[config.mk]
export PLATFORM = sky130hd
export DESIGN_NAME = uart_rx
export DESIGN_NICKNAME = d
export VERILOG_FILES = /design/src/rtl/uart_rx.sv
export SDC_FILE = /design/constraint.sdc
export NUM_CORES = 1
export LEC_CHECK = 0
export CAP_MARGIN = 20
export CORE_MARGIN = 5
export CORE_UTILIZATION = 55
export CTS_BUF_LIST = sky130_fd_sc_hd__clkbuf_8
export CTS_CLUSTER_DIAMETER = 120
export CTS_CLUSTER_SIZE = 20
export DETAILED_ROUTE_END_ITERATION = 12
export PLACE_DENSITY = 0.86
export REMOVE_ABC_BUFFERS = 1
export SETUP_SLACK_MARGIN = 0.02
export SLEW_MARGIN = 30
export SYNTH_ARGS = -nofsm -noshare
export SYNTH_HDL_FRONTEND = slang
export SYNTH_SLANG_ARGS = --single-unit
[constraint.sdc]
create_clock -name clk -period 2.2 [get_ports clk]
set_input_delay 0.44 -clock clk [delete_from_list [all_inputs] [get_ports clk]]
set_output_delay 0.44 -clock clk [all_outputs]
set_load 0.02 [all_outputs]
[src/rtl/uart_rx.sv]
// uart_rx: 8N1 UART receiver with sticky ready, framing and overrun flags
//   clk     : system clock, all logic on posedge
//   rst     : asynchronous active-high reset
//   RX      : asynchronous serial input, idle high
//   clr_rdy : consumer has taken rx_data; clears rdy, frm_err, ovr_err
//   rx_data : last received byte, held until the next frame completes
//   rdy     : byte available, sticky until clr_rdy
//   frm_err : last completed frame had a low stop bit
//   ovr_err : a frame completed while rdy was still set
module uart_rx #(
  parameter int BAUD_CYCLES = 2604,
  parameter int SYNC_STAGES = 2
) (
  input  logic       clk,
  input  logic       rst,
  input  logic       RX,
  input  logic       clr_rdy,
  output logic [7:0] rx_data,
  output logic       rdy,
  output logic       frm_err,
  output logic       ovr_err
);
  localparam int CW = $clog2(BAUD_CYCLES);
  localparam logic [CW-1:0] HALF = CW'(BAUD_CYCLES / 2 - 1);
  localparam logic [CW-1:0] FULL = CW'(BAUD_CYCLES - 1);
  typedef enum logic [1:0] {IDLE, START, DATA, STOP} state_t;
  state_t                 r_state;
  logic [SYNC_STAGES-1:0] r_sync;
  logic [CW-1:0]          r_cnt;
  logic [3:0]             r_bit;
  logic [7:0]             r_shift;
  logic                   w_rx_s;
  logic                   w_strobe;
  assign w_rx_s   = r_sync[SYNC_STAGES-1];
  assign w_strobe = (r_cnt == '0) && (r_state != IDLE);
  always_ff @(posedge clk or posedge rst)
    if (rst) r_sync <= '1;
    else     r_sync <= {r_sync[SYNC_STAGES-2:0], RX};
  always_ff @(posedge clk or posedge rst) begin
    if (rst) begin
      r_state <= IDLE;
      r_cnt   <= '0;
      r_bit   <= '0;
      r_shift <= '0;
      rx_data <= '0;
      rdy     <= 1'b0;
      frm_err <= 1'b0;
      ovr_err <= 1'b0;
    end else begin
      // Clear first so that a coincident frame completion below overrides it.
      if (clr_rdy) begin
        rdy     <= 1'b0;
        frm_err <= 1'b0;
        ovr_err <= 1'b0;
      end
      if (r_state != IDLE && r_cnt != '0) r_cnt <= r_cnt - 1'b1;
      case (r_state)
        IDLE: if (!w_rx_s) begin
          r_cnt   <= HALF;
          r_bit   <= '0;
          r_state <= START;
        end
        START: if (w_strobe) begin
          r_cnt   <= FULL;
          r_state <= w_rx_s ? IDLE : DATA;
        end
        DATA: if (w_strobe) begin
          r_shift <= {w_rx_s, r_shift[7:1]};
          r_bit   <= r_bit + 4'd1;
          r_cnt   <= FULL;
          if (r_bit == 4'd7) r_state <= STOP;
        end
        STOP: if (w_strobe) begin
          // Complete at mid stop bit so a following start edge is not missed.
          rx_data <= r_shift;
          rdy     <= 1'b1;
          frm_err <= ~w_rx_s;
          ovr_err <= ovr_err | rdy;
          r_state <= IDLE;
        end
        default: r_state <= IDLE;
      endcase
    end
  end
endmodule

==> flow_summary_export.csv <==
group,metric,value,unit
outcome,outcome,"finished clean",
worst_setup_path,cp_max_fo,12,
die,die_h,70.75,um
timing,setup-violations-final,0,
timing,final_max_slew_viol_count,0,
power_and_ir_drop,power_density,559.5,mW/mm^2
synth,synth-main-ff-cell,"dfrtp_1",
cts,post_cts_buffers,0,
cts,path_clk_slew,0.08,ns
cts,clockRootBuffer,"clkbuf_8",
power_and_ir_drop,sequentialPowerShare,54.1,%
timing,period_share,92.96,%
worst_setup_path,worstPathRequired,2.38,ns
die,dieArea,0.005005,mm^2
synth,yosysSeqAreaShare,48.21,%
placement,port_buffers,14,
synth,synthCells,201,
worst_setup_path,endpoint_kind,"flop",
die,floorplan.rows,22,
timing,fmax,0.4889,GHz
layout,syn_to_final_growth,17.57,%
timing,worstMarginPinSlew,0.4857,ns
global_route,grt_util_met1,24.07,%
cts,clk_latency,0.29,ns
worst_setup_path,critPathLaunchType,"flop",
detailed_routing,ant_nets,0,
detailed_routing,via_per_inst,5.670,
cts,cts_resized,0,
worst_setup_path,arrival,2.22,ns
cts,cts_sinks,39,
cts,cts_max_level,2,
power_and_ir_drop,switching_share,20.29,%
placement,dpl_cell_area,0.002273,mm^2
power_and_ir_drop,peakVddDrop,403.7,uV
power_and_ir_drop,leakage,1.141,nW
timing,fin_skew,0.005241,ns
cts,cts_tree,"built",
detailed_routing,routed_wl,4104,um
placement,dp_hpwl,3071,um
cts,cts_buffers,5,
placement,finalWeightedCongestion,0.9477,
detailed_routing,drt-pass1-iter-count,4,
layout,fin_cells,276,
timing,slew_headroom,67.62,%
die,ioPinCount,15,
power_and_ir_drop,p_int,0.001064,W
detailed_routing,drc_errors,0,
power_and_ir_drop,p_clk_share,44.2,%
die,coreArea,0.003606,mm^2
synth,synth_edf_count,0,
die,start_util,56.28,%
placement,post-place-cells,268,
layout,fin_nets,239,
die,die_x,70.75,um
synth,synth_seq_cells,39,
layout,fin_area,0.002386,mm^2
global_route,use_met2,29.76,%
detailed_routing,wire_per_inst,14.87,um
timing,period_needed,2.045,ns
global_route,grt_overflow,0,
global_route,grt-busiest-layer,"met2",
synth,ys_async_sr_fraction,100.0,%
global_route,grtUsageMet3,4.403,%
synth,avgSynthCellArea,10.10,um^2
min_path,hp-class,"flop to flop",
timing,hold_viol_final,0,
global_route,grt_pass1_wl,7341,um
worst_setup_path,path_class,"flop to flop",
cts,clockBufferDepth,2,
global_route,grt_max_degree,40,
power_and_ir_drop,switching_power,0.0002709,W
detailed_routing,num_vias,1565,
layout,antenna_cells,0,
global_route,antenna_found_initial,0,
job,drv_cap,0,
synth,yosys_warnings,0,
cts,holdBufCountCts,0,
synth,synth.distinct_cells,42,
timing,rsz0062_at_grt,"no",
layout,drive_gt1_share,15.35,%
global_route,grt_usage,18.25,%
synth,netlist_area,0.002029,mm^2
power_and_ir_drop,combPwrFrac,1.7,%
layout,nFillCells,277,
global_route,grt_pass1_vias,1562,
detailed_routing,drt_iter0_markers,85,
==> stage by stage <==
step | hold WS, ns | setup slack, ns | util (%) | power [W] | TNS (ns)
2_1_floorplan | 0.3452 | -0.1607 | - | 0.0007478 | -1.366
6_report | 0.3608 | 0.1548 | 66.17 | 0.001335 | 0
4_1_cts | 0.3613 | 0.1585 | 66.17 | 0.001353 | 0
5_1_grt | 0.3692 | 0.02953 | 66.17 | 0.001391 | 0
3_5_place_dp | 0.3503 | 0.1720 | 63.05 | 0.0007605 | 0
3_3_place_gp | 0.3471 | 0.2653 | 63.05 | 0.0007597 | 0
==> flip-flops by register name, summed over array words and instances (netlist names), named ones only <==
register	flops
r_bit	4
r_cnt	12
r_shift	8
r_state	1
r_sync	2
ovr_err	1
rdy	1
frm_err	1
rx_data	8
==> cell families after synthesis <==
| group | share of synthesized area [%] |
|---|---|
| AO/OA/AOI/OAI | 10.42 |
| XOR/XNOR | 1.727 |
| adder cells (fa/ha/maj) | 4.932 |
| buffers and inverters | 3.206 |
| flip-flops | 48.21 |
| multiplexers | 7.029 |
| AND/OR/NAND/NOR | 24.48 |
==> placed cells by master, fill, tap and decap left out, types with 5 or more instances in the layout <==
master,count
ha_1,8
nand3_1,6
nor3_1,7
a31oi_1,5
a21oi_1,8
buf_4,10
clkdlybuf4s50_1,14
clkbuf_8,5
nand2_1,34
inv_1,9
nor2_1,17
dfrtp_1,37
o21ai_0,10
mux2_4,6
==> worst paths after layout <==
kind	slack, ns	startpoint	cells past startpoint	end
max	0.15	r_cnt[0]$_DFF_PP0_	6	rx_data[3]$_DFFE_PP0P_
min	0.36	r_sync[0]$_DFF_PP1_	0	r_sync[1]$_DFF_PP1_
max reg2reg	0.15	r_cnt[0]$_DFF_PP0_	6	rx_data[3]$_DFFE_PP0P_
min reg2reg	0.36	r_sync[0]$_DFF_PP1_	0	r_sync[1]$_DFF_PP1_
max in group asynchronous	1.26	rst	3	r_sync[0]$_DFF_PP1_
min in group asynchronous	0.58	rst	3	rx_data[7]$_DFFE_PP0P_
==> synthesized netlist by cell type, types with 3 or more instances <==
| master | n | area (um^2) |
|---|---|---|
| dfrtp_1 | 37 | 925.9 |
| nand2_1 | 34 | 127.6 |
| nor2_1 | 17 | 63.81 |
| o21ai_0 | 10 | 50.05 |
| inv_1 | 9 | 33.78 |
| a21oi_1 | 8 | 40.04 |
| ha_1 | 8 | 100.1 |
| nor3_1 | 7 | 35.03 |
| mux2_4 | 6 | 90.09 |
| nand3_1 | 6 | 30.03 |
| a31oi_1 | 5 | 31.28 |
| a211oi_1 | 4 | 30.03 |
| nand2b_1 | 4 | 25.02 |
| nor4_1 | 4 | 25.02 |
| mux2i_1 | 3 | 30.03 |
==> layout make-up <==
type,instances,area (um^2),area share [%]
flip-flops and latches,39,978.4,41.01
multi-input cells,148,985.9,41.32
clock inverters,3,43.79,1.835
inverters,9,33.78,1.416
repair buffers,24,215.2,9.019
clock buffers,5,68.82,2.884
well taps,48,60.06,2.517
==> layer usage <==
metal	up-vias	routed length, um
met4	0	50
met3	8	204
li1	761	-
met5	-	0
met1	750	1834
met2	46	2015
==> power by group through the flow <==
stage	Combinational (W)	Clock [W]	Sequential, W
floorplan	0.0000122	0	0.000736
global placement	0.0000231	0	0.000737
detailed placement	0.0000238	0	0.000737
CTS	0.0000239	0.000606	0.000723
global route	0.0000267	0.000641	0.000723
finish	0.0000228	0.000590	0.000723
==> worst max-delay path: stages, from the launching register on <==
cell     delay (ns)
dfrtp_1        0.42
inv_1          0.13
ha_1           0.19
nor4b_2        0.28
and4_1         0.31
nand2_2        0.22
mux2_1         0.38
No activity file was read; power rests on OpenSTA's default activity.
